File: src/rtl/fetch_predict_unit_if.sv
// Fetch-unit bundle: ICache request/response, Issue queue head, branch
// resolution and redirect. master = fetch unit, slave = its environment.
interface fetch_predict_unit_if;
  logic        ic_req;
  logic [31:0] ic_pc;
  logic        ic_valid;
  logic [31:0] ic_ins;

  logic        is_valid;
  logic        is_ready;
  logic [31:0] is_ins;
  logic [31:0] is_pc;
  logic        is_pred_taken;
  logic [31:0] is_alt_pc;

  logic        br_upd;
  logic [31:0] br_pc;
  logic        br_taken;
  logic        flush;
  logic [31:0] flush_pc;

  modport master (
    output ic_req, ic_pc, is_valid, is_ins, is_pc, is_pred_taken, is_alt_pc,
    input  ic_valid, ic_ins, is_ready, br_upd, br_pc, br_taken, flush, flush_pc
  );

  modport slave (
    input  ic_req, ic_pc, is_valid, is_ins, is_pc, is_pred_taken, is_alt_pc,
    output ic_valid, ic_ins, is_ready, br_upd, br_pc, br_taken, flush, flush_pc
  );
endinterface

File: src/rtl/fetch_predict_unit.sv
// Instruction fetch with a 2-bit-counter branch predictor and a fetched-
// instruction queue; one ICache request in flight at a time.
module fetch_predict_unit #(
  parameter int unsigned BHT_ENTRIES = 256,
  parameter int unsigned IQ_DEPTH    = 8,
  parameter logic [31:0] RESET_PC    = 32'h0
) (
  input  logic                 clk,
  input  logic                 rst,
  input  logic                 rdy,
  fetch_predict_unit_if.master bus
);
  localparam int unsigned BHT_IW = $clog2(BHT_ENTRIES);
  localparam int unsigned IQ_PW  = $clog2(IQ_DEPTH);
  localparam logic [IQ_PW:0]   IQ_FULL = (IQ_PW+1)'(IQ_DEPTH);
  localparam logic [IQ_PW:0]   CNT_ONE = (IQ_PW+1)'(1);
  localparam logic [IQ_PW-1:0] PTR_ONE = IQ_PW'(1);
  localparam logic [6:0] OP_BRANCH = 7'b1100011;
  localparam logic [6:0] OP_JAL    = 7'b1101111;
  localparam logic [6:0] OP_JALR   = 7'b1100111;

  typedef enum logic [1:0] {S_REQ, S_WAIT, S_DRAIN, S_HOLD} state_e;

  typedef struct packed {
    logic [31:0] ins;
    logic [31:0] pc;
    logic        pred;
    logic [31:0] alt;
  } iq_entry_t;

  state_e           state_q, state_d;
  logic [31:0]      pc_q, pc_d;
  logic [IQ_PW:0]   count_q, count_d;
  logic [IQ_PW-1:0] wr_ptr_q, wr_ptr_d, rd_ptr_q, rd_ptr_d;
  logic [1:0]       bht_q [BHT_ENTRIES];
  logic [1:0]       bht_d [BHT_ENTRIES];
  iq_entry_t        iq_q  [IQ_DEPTH];

  logic [6:0]        opcode;
  logic [31:0]       imm_b, imm_j, pc_plus4, next_pc;
  logic [BHT_IW-1:0] lookup_idx, upd_idx;
  logic              bht_pred, push, pop, is_valid;
  iq_entry_t         new_entry;
  logic              unused_br_pc_bits;

  assign opcode     = bus.ic_ins[6:0];
  assign imm_b      = {{20{bus.ic_ins[31]}}, bus.ic_ins[7], bus.ic_ins[30:25],
                       bus.ic_ins[11:8], 1'b0};
  assign imm_j      = {{12{bus.ic_ins[31]}}, bus.ic_ins[19:12], bus.ic_ins[20],
                       bus.ic_ins[30:21], 1'b0};
  assign pc_plus4   = pc_q + 32'd4;
  assign lookup_idx = pc_q[BHT_IW+1:2];
  assign upd_idx    = bus.br_pc[BHT_IW+1:2];
  // Reads the registered counter, so a same-cycle update is not yet visible.
  assign bht_pred   = bht_q[lookup_idx][1];
  assign is_valid   = (count_q != '0);
  assign unused_br_pc_bits = ^{bus.br_pc[31:BHT_IW+2], bus.br_pc[1:0]};

  // Prediction for the word returning from the ICache.
  always_comb begin
    // NOTE: every always_comb output gets a default first so no latch is inferred.
    new_entry = '{ins: bus.ic_ins, pc: pc_q, pred: 1'b0, alt: pc_plus4};
    next_pc   = pc_plus4;
    case (opcode)
      OP_BRANCH: begin
        new_entry.pred = bht_pred;
        next_pc        = bht_pred ? pc_q + imm_b : pc_plus4;
        new_entry.alt  = bht_pred ? pc_plus4 : pc_q + imm_b;
      end
      OP_JAL: begin
        new_entry.pred = 1'b1;
        next_pc        = pc_q + imm_j;
      end
      default: ;
    endcase
  end

  always_comb begin
    state_d  = state_q;
    pc_d     = pc_q;
    count_d  = count_q;
    wr_ptr_d = wr_ptr_q;
    rd_ptr_d = rd_ptr_q;
    bht_d    = bht_q;
    push     = 1'b0;
    pop      = 1'b0;
    if (rdy) begin
      // Training is independent of redirects and happens on flush cycles too.
      if (bus.br_upd) begin
        if (bus.br_taken && bht_q[upd_idx] != 2'b11)
          bht_d[upd_idx] = bht_q[upd_idx] + 2'd1;
        else if (!bus.br_taken && bht_q[upd_idx] != 2'b00)
          bht_d[upd_idx] = bht_q[upd_idx] - 2'd1;
      end
      if (bus.flush) begin
        count_d  = '0;
        wr_ptr_d = '0;
        rd_ptr_d = '0;
        pc_d     = bus.flush_pc;
        // A response still owed by the ICache must be swallowed before refetching.
        state_d  = ((state_q == S_WAIT || state_q == S_DRAIN) && !bus.ic_valid)
                   ? S_DRAIN : S_REQ;
      end else begin
        pop = is_valid && bus.is_ready;
        case (state_q)
          S_REQ:   if (count_q != IQ_FULL) state_d = S_WAIT;
          S_WAIT:  if (bus.ic_valid) begin
                     push    = 1'b1;
                     pc_d    = next_pc;
                     state_d = (opcode == OP_JALR) ? S_HOLD : S_REQ;
                   end
          S_DRAIN: if (bus.ic_valid) state_d = S_REQ;
          S_HOLD:  ;
        endcase
        if (push) wr_ptr_d = wr_ptr_q + PTR_ONE;
        if (pop)  rd_ptr_d = rd_ptr_q + PTR_ONE;
        case ({push, pop})
          2'b10:   count_d = count_q + CNT_ONE;
          2'b01:   count_d = count_q - CNT_ONE;
          default: ;
        endcase
      end
    end
  end

  always_ff @(posedge clk or negedge rst) begin
    if (!rst) begin
      state_q  <= S_REQ;
      pc_q     <= RESET_PC;
      count_q  <= '0;
      wr_ptr_q <= '0;
      rd_ptr_q <= '0;
      for (int i = 0; i < int'(BHT_ENTRIES); i++) bht_q[i] <= 2'b01;
    end else begin
      // NOTE: sequential state uses non-blocking assignments only.
      state_q  <= state_d;
      pc_q     <= pc_d;
      count_q  <= count_d;
      wr_ptr_q <= wr_ptr_d;
      rd_ptr_q <= rd_ptr_d;
      bht_q    <= bht_d;
    end
  end

  // NOTE: queue payload has no reset; count_q alone decides which slots are valid.
  always_ff @(posedge clk) begin
    if (push) iq_q[wr_ptr_q] <= new_entry;
  end

  assign bus.ic_req        = rst && rdy && !bus.flush && state_q == S_REQ &&
                             count_q != IQ_FULL;
  assign bus.ic_pc         = pc_q;
  assign bus.is_valid      = is_valid;
  assign bus.is_ins        = iq_q[rd_ptr_q].ins;
  assign bus.is_pc         = iq_q[rd_ptr_q].pc;
  assign bus.is_pred_taken = iq_q[rd_ptr_q].pred;
  assign bus.is_alt_pc     = iq_q[rd_ptr_q].alt;
endmodule

File: src/flat_wrapper.sv
// flat-port wrapper written by rule: the top's interface ports become plain ports
module fetch_predict_unit_flat 
#(
  parameter int unsigned BHT_ENTRIES = 256,
  parameter int unsigned IQ_DEPTH    = 8,
  parameter logic [31:0] RESET_PC    = 32'h0
)
  (clk, rst, rdy, bus_ic_req, bus_ic_pc, bus_is_valid, bus_is_ins, bus_is_pc, bus_is_pred_taken, bus_is_alt_pc, bus_ic_valid, bus_ic_ins, bus_is_ready, bus_br_upd, bus_br_pc, bus_br_taken, bus_flush, bus_flush_pc);
  fetch_predict_unit_if bus_i ();
  input  logic clk;
  input  logic rst;
  input  logic rdy;
  output wire logic [$bits(bus_i.ic_req)-1:0] bus_ic_req;
  output wire logic [$bits(bus_i.ic_pc)-1:0] bus_ic_pc;
  output wire logic [$bits(bus_i.is_valid)-1:0] bus_is_valid;
  output wire logic [$bits(bus_i.is_ins)-1:0] bus_is_ins;
  output wire logic [$bits(bus_i.is_pc)-1:0] bus_is_pc;
  output wire logic [$bits(bus_i.is_pred_taken)-1:0] bus_is_pred_taken;
  output wire logic [$bits(bus_i.is_alt_pc)-1:0] bus_is_alt_pc;
  input wire logic [$bits(bus_i.ic_valid)-1:0] bus_ic_valid;
  input wire logic [$bits(bus_i.ic_ins)-1:0] bus_ic_ins;
  input wire logic [$bits(bus_i.is_ready)-1:0] bus_is_ready;
  input wire logic [$bits(bus_i.br_upd)-1:0] bus_br_upd;
  input wire logic [$bits(bus_i.br_pc)-1:0] bus_br_pc;
  input wire logic [$bits(bus_i.br_taken)-1:0] bus_br_taken;
  input wire logic [$bits(bus_i.flush)-1:0] bus_flush;
  input wire logic [$bits(bus_i.flush_pc)-1:0] bus_flush_pc;
  assign bus_ic_req = bus_i.ic_req;
  assign bus_ic_pc = bus_i.ic_pc;
  assign bus_is_valid = bus_i.is_valid;
  assign bus_is_ins = bus_i.is_ins;
  assign bus_is_pc = bus_i.is_pc;
  assign bus_is_pred_taken = bus_i.is_pred_taken;
  assign bus_is_alt_pc = bus_i.is_alt_pc;
  assign bus_i.ic_valid = bus_ic_valid;
  assign bus_i.ic_ins = bus_ic_ins;
  assign bus_i.is_ready = bus_is_ready;
  assign bus_i.br_upd = bus_br_upd;
  assign bus_i.br_pc = bus_br_pc;
  assign bus_i.br_taken = bus_br_taken;
  assign bus_i.flush = bus_flush;
  assign bus_i.flush_pc = bus_flush_pc;
  fetch_predict_unit #(.BHT_ENTRIES(BHT_ENTRIES), .IQ_DEPTH(IQ_DEPTH), .RESET_PC(RESET_PC)) u_core (.clk(clk), .rst(rst), .rdy(rdy), .bus(bus_i));
endmodule
File: config.mk
export PLATFORM = sky130hd
export DESIGN_NAME = fetch_predict_unit_flat
export DESIGN_NICKNAME = d
export VERILOG_FILES = /design/src/rtl/fetch_predict_unit_if.sv /design/src/rtl/fetch_predict_unit.sv /design/src/flat_wrapper.sv
export SDC_FILE = /design/constraint.sdc
export NUM_CORES = 2
export LEC_CHECK = 0
export BUFFER_PORTS_ARGS = -buffer_cell sky130_fd_sc_hd__clkbuf_2
export CAP_MARGIN = 15
export CORE_ASPECT_RATIO = 1.75
export CORE_MARGIN = 1
export CORE_UTILIZATION = 55
export CTS_BUF_LIST = sky130_fd_sc_hd__clkbuf_2 sky130_fd_sc_hd__clkbuf_4 sky130_fd_sc_hd__clkbuf_8
export CTS_CLUSTER_DIAMETER = 30
export CTS_CLUSTER_SIZE = 12
export DETAILED_ROUTE_END_ITERATION = 7
export PLACE_DENSITY_LB_ADDON = 0.05
export SETUP_SLACK_MARGIN = 0.02
export SLEW_MARGIN = 20
export SYNTH_ARGS = -nofsm -noshare
export SYNTH_HDL_FRONTEND = slang
export SYNTH_SLANG_ARGS = --single-unit
File: constraint.sdc
create_clock -name clk -period 10.8 [get_ports clk]
set_input_delay 0.54 -clock clk [delete_from_list [all_inputs] [get_ports clk]]
set_output_delay 0.54 -clock clk [all_outputs]
set_load 0.05 [all_outputs]
======== Word level (Yosys, flattened, before mapping) ========
Memories as Yosys holds them, arrays and structs flattened.
Index checks and enable logic that the tools add are counted.
Widths: inputs -> output; s select.
word-level totals
  bits in registers ....................... 556
  bits in writable memories ............... 776
  input bits .............................. 104
  word-level logic and storage cells ...... 358
  memories kept ........................... 1
memory list
  name         words  width  rd ports  clocked after memory_dff  write ports  RTL line                  source
  u_core.iq_q  8      97     1         0                         1            fetch_predict_unit.sv:37  iq_entry_t iq_q [IQ_DEPTH];
operators by class
  add/subtract/negate cells ............... 9
  order comparisons ....................... 3
  equal/unequal tests ..................... 12
  mux-type cells .......................... 41
  bitwise logic cells ..................... 2
  reductions and logical operators ........ 29
operator list
  kind                   count
  $bwmux 512             2
  $mux 512               2
  $mux 32                6
  $add 32x32->32         2
  $pmux 32 s2            1
  $add 32x3->32 const B  1
  $bmux 2 s8             2
  $mux 2                 11
  $eq 7x7->1 const B     3
  $ge 9x9->1 const B     2
  $not 8->9              2
  $demux 2 s8            1
  $mux 3                 4
  $reduce_bool 2->1      6
  $logic_and 1x1->1      9
  $lt 9x1->1 const B     1
  $ne 3x3->1 const B     3
  $mux 1                 8
  $pmux 4 s2             1
  $reduce_bool 4->1      2
  $add 3x1->3 const B    2
  $pmux 2 s3             1
  $reduce_and 2->1       3
  $reduce_and 3->1       2
  other kinds (15)       19

======== Depth between registers and ports, before layout ========
  word-level depth ........................ 9
  depth in mapped cells ................... 23
  mapped depth without buffers ............ 17

======== Least setup slack after synthesis ========
OpenSTA, ideal clock, no wires.
  path type ............................... reg-to-reg
  from .................................... reg u_core.state_q[1]
  to ...................................... mem u_core.iq_q[0][10] in the netlist's numbering (enable)
  setup time .............................. 0.786 ns
  arrival ................................. 10.438 ns
  required time ........................... 10.014 ns
  path slack .............................. -0.423 ns
  cell stages (with the launch flop) ...... 8
  path buffers ............................ 1
  cell sequence ........................... dfrtp_1 inv_1 ha_1 nand2_1 a21boi_1 nand2_1 clkbuf_1 nor4_1
between the ends
  word-level cells in the longest chain between the ends .. 8
RTL lines
  what                          RTL line                   source
  start: declaration            fetch_predict_unit.sv:31   state_e state_q, state_d;
  start signal: assignment      fetch_predict_unit.sv:136  state_q <= state_d;
  $eq 2x1->1                    fetch_predict_unit.sv:105  case (state_q)
  $mux 1                        fetch_predict_unit.sv:105
  $mux 1                        fetch_predict_unit.sv:95   if (bus.flush) begin
  $mux 1                        fetch_predict_unit.sv:87   if (rdy) begin
  $mux 1                        fetch_predict_unit.sv:95
  $mux 1                        fetch_predict_unit.sv:87
  $mux 1                        fetch_predict_unit.sv:147  if (push) iq_q[wr_ptr_q] <= new_entry;
  $mux 1 (implied by the code)  fetch_predict_unit.sv:147
  end: declaration              fetch_predict_unit.sv:37
Every way passes these cells. The select of a mux whose other input is x is not followed.

======== Final worst setup path ========
  from .................................... in bus_br_pc[2]
  to ...................................... reg u_core.bht_q[443] in the netlist's numbering
between the ends
  word-level cells in the longest chain between the ends .. 8
RTL lines
  what                                                                      RTL line                   source
  start: declaration                                                        flat_wrapper.sv:24         input wire logic [$bits(bus_i.br_pc)-1:0] bus_br_pc;
  $not 8->9 (implied by the code) (*)                                       n/a
  $bmux 2 s8, or another cell as far along                                  n/a
  $mux 2 (implied by the code) / $logic_and 1x1->1 (equally long branches)  n/a
  $mux 2, on equally long branches                                          n/a
  $sub 2x1->2, or another cell as far along                                 fetch_predict_unit.sv:93   bht_d[upd_idx] = bht_q[upd_idx] - 2'd1;
  $bwmux 512, or another cell as far along                                  fetch_predict_unit.sv:93
  $mux 512 / $reduce_bool 2->1 (equally long branches)                      n/a
  $mux 512 / $reduce_and 3->1 (equally long branches)                       n/a
  end signal: assignment                                                    fetch_predict_unit.sv:141  bht_q <= bht_d;
  end: declaration                                                          fetch_predict_unit.sv:35   logic [1:0] bht_q [BHT_ENTRIES];
Every way passes the cells marked *; elsewhere a longest branch is shown, timed or not. The select of a mux whose other input is x is not followed.
A chain may end at the register's enable or synchronous reset.

==> flow_summary.toml <==
[run_status]
status = "finished clean"

[clocking]
clock-sinks = 1324
clock_latency_ns = 0.91
ctsRootBufferMaster = "clkbuf_8"
postCtsSetupBuffers = 0
htree_levels = 4
cts_buffers = 175
cts_tree = "built"
clkSlewWorstSetupHoldPaths_ns = 0.07
clk_path_buf_depth = 3

[critical_path]
crit_fanout = 69
r2r_cells = 16
end_kind = "flop"
critPathKind = "in -> reg"
rr_endpoint = "u_core.bht_q[443]"
max_stage_delay_ns = 0.68
required_ns = 11.58
ff2ff_setup_slack_ns = 4.53
crit_arrival_ns = 7.63
cpMaxStageDelayCell = "nor3_1"
setup.worst_path.start_class = "primary input"
worstPathCellList = "buf_8 -> buf_12 -> mux4_2 -> mux4_2 -> mux2_2 -> a22o_1 -> a22oi_1 -> o311ai_1 -> o21ai_2 -> inv_6 -> ha_1 -> nor2b_1 -> o21bai_1 -> nand3_1 -> nor3_1 -> nand2_1 -> nor2_1 -> mux2_2"

[logic_synthesis]
synth.top_cells.by_area = "edfxtp_1 38%, mux4_2 15%, dfrtp_1 12%, dfstp_2 11%, nand2_1 5.6%"
synthDistinctLibCells = 70
synth_seq_cells = 1324
synth.net_count = 4659
synth_warnings = 0
synth_area_sq_um = 61000
seq_area_frac_synth_pct = 61.1
synth.largest_area_cell = "edfxtp_1"
async_reset_ff_share_pct = 42.0
syn_inst = 4499
avgSynthCellArea_sq_um = 13.6
synth_edf_count = 768
ys.flop_type = "edfxtp_1"
synth_top_area_share_pct = 37.8

[global_route]
grt_first_pass_wirelength_um = 253000
grt-ovfl-total = 0
grt_pass1_vias = 40176
antenna_found_initial = 6
grt_usage_pct = 30.9
grt_max_degree = 146

[route]
wl_per_cell_um = 26.7
drt-initial-drc-count = 2824
drt-pass1-iter-count = 8
vias = 38545
remaining_drc_errors = 0
drtAntennaViolNets = 0
viasPerCell = 6.08
wl_um = 169000

[pwr]
p_sw_share_pct = 36.6
p_sw_mw = 5.36
peakVddDrop_mv = 0.146
clockPowerShare_pct = 28.2
powerDensity_nw_per_um2 = 216
p_int_mw = 9.28
combPwrFrac_pct = 29.7
sequentialPowerShare_pct = 42.1
leakagePower_nw = 24.7

[worst_hold_path]
whs_path_depth = 1
min_to = "u_core.iq_q[5][68]"
hold_start = "bus_ic_ins[3]"
holdCritPathClass = "in -> reg"

[cells_and_area]
drive_gt1_share_pct = 28.9
layout_commonest_cell = "nand2_1"
stdcell_count = 6335
area_delta_synth_final_pct = 11.2
final_cell_mix = "914 x nand2_1, 768 x edfxtp_1, 412 x o21ai_0"
nets = 4881

[placed_design]
dp_cells = 5958
dp_hpwl_um = 109000
post-place-ws_ns = 3.08
port_buffers = 210
gp_congestion = 0.921

[die]
start_util_pct = 55.5
die_w_um = 254
fp.dieArea_sq_um = 112000
num_rows = 161
die_height_um = 443
pin_count = 235
coreArea_sq_um = 110000

[sta]
max_slew.worst_pin.slew_ns = 1.16
rsz0062_at_grt = "false"
tns_ns = 0
setup_viol = 0
fmax_mhz = 146
fin_crit_sh_pct = 63.4
finalWorstSetupSlack_ns = 3.95
finalHoldViolations = 0
fin_crit_ns = 6.85
skew_ns = 0.0405
final-max-slew-violation-count = 0
slew_headroom_pct = 22.6

[flow_run]
maxCapViolCount = 0
layer usage:
metal / track usage, % / vias up / share of wire [%]
met2: 54.1 / 1191 / 52
li1: - / 17230 / -
met4: 16.7 / 8 / 5.8
met3: 5.18 / 403 / 5.3
met1: 36.1 / 19713 / 37
met5: 0 / - / 0.033
metrics by stage:
| step | util, % | total power [mW] | instance area, sq um | hold slack [ns] |
|---|---|---|---|---|
| after global routing | 61.7 | 15.2 | 67800 | 0.0416 |
| after detailed placement | 57.7 | 10.6 | 63400 | 0.471 |
| after CTS | 61.7 | 14.7 | 67800 | 0.000220 |
| after global placement | 57.7 | 10.6 | 63400 | 0.463 |
| final | 61.7 | 14.6 | 67900 | 0.0794 |
| after floorplan | - | 9.34 | 61000 | 0.244 |
cells by family after synthesis:
logic type / share of synthesized area, %
muxes: 17.8
and+or+nand+nor: 9.02
xor gates and xnor gates: 1.21
buffers and inverters: 2.44
DFF: 61.1
adders and majority gates: 1.19
AOI/OAI and AO/OA: 7.21
area by class of cell:
class                   instances  area, sq um
diodes                          4         10.0
clock buffers                 210         2780
clock inverters               110         1090
fillers                      8711        42100
inverters                      29          116
multi-input cells            2845        22400
flip-flops and latches       1324        37300
well taps                    1467         1840
repair buffers                346         2290
power groups by stage:
| stage | clock network (mW) | logic (mW) | registers [mW] |
|---|---|---|---|
| final | 4.13 | 4.35 | 6.16 |
| after global routing | 4.39 | 4.65 | 6.19 |
| after CTS | 4.20 | 4.38 | 6.16 |
| after detailed placement | 0 | 4.36 | 6.26 |
| after global placement | 0 | 4.33 | 6.25 |
| after floorplan | 0 | 3.31 | 6.03 |
worst max-delay path: cells and delay by family:
family / cells / cell delay [ns]
simple gates: 5 / 2.38
fa+ha+maj: 1 / 0.25
buf+inv: 3 / 1.16
mux: 4 / 1.81
compound gates: 5 / 1.22
how the worst max path moves through the flow:
stage                      startpoint                 end  slack [ns]
global route             bus_br_pc[2]   u_core.bht_q[499]        3.79
finish                   bus_br_pc[2]   u_core.bht_q[443]        3.95
floorplan           u_core.state_q[1]  u_core.iq_q[2][10]        2.15
CTS                      bus_br_pc[2]   u_core.bht_q[499]        4.05
global placement         bus_br_pc[2]   u_core.bht_q[437]        3.21
detailed placement       bus_br_pc[2]   u_core.bht_q[437]        3.08
repair_timing:
action / in CTS / in global routing
hold buffers: 52 / 0
hold endpoints to repair: 272 / 0
gates resized for setup: 0 / 0
cells in the mapped netlist, drive strengths merged, types with 29 or more instances:
master  instances
nor3           37
mux2i          71
buf           126
o21ai         414
dfstp         256
nor2          260
ha             53
mux2          102
mux4          399
nand3          46
edfxtp        768
dfrtp         300
xnor2          43
nand2         914
a21oi         172
xor2           41
inv            29
clkbuf        175
(Power assumes the default switching activity.)
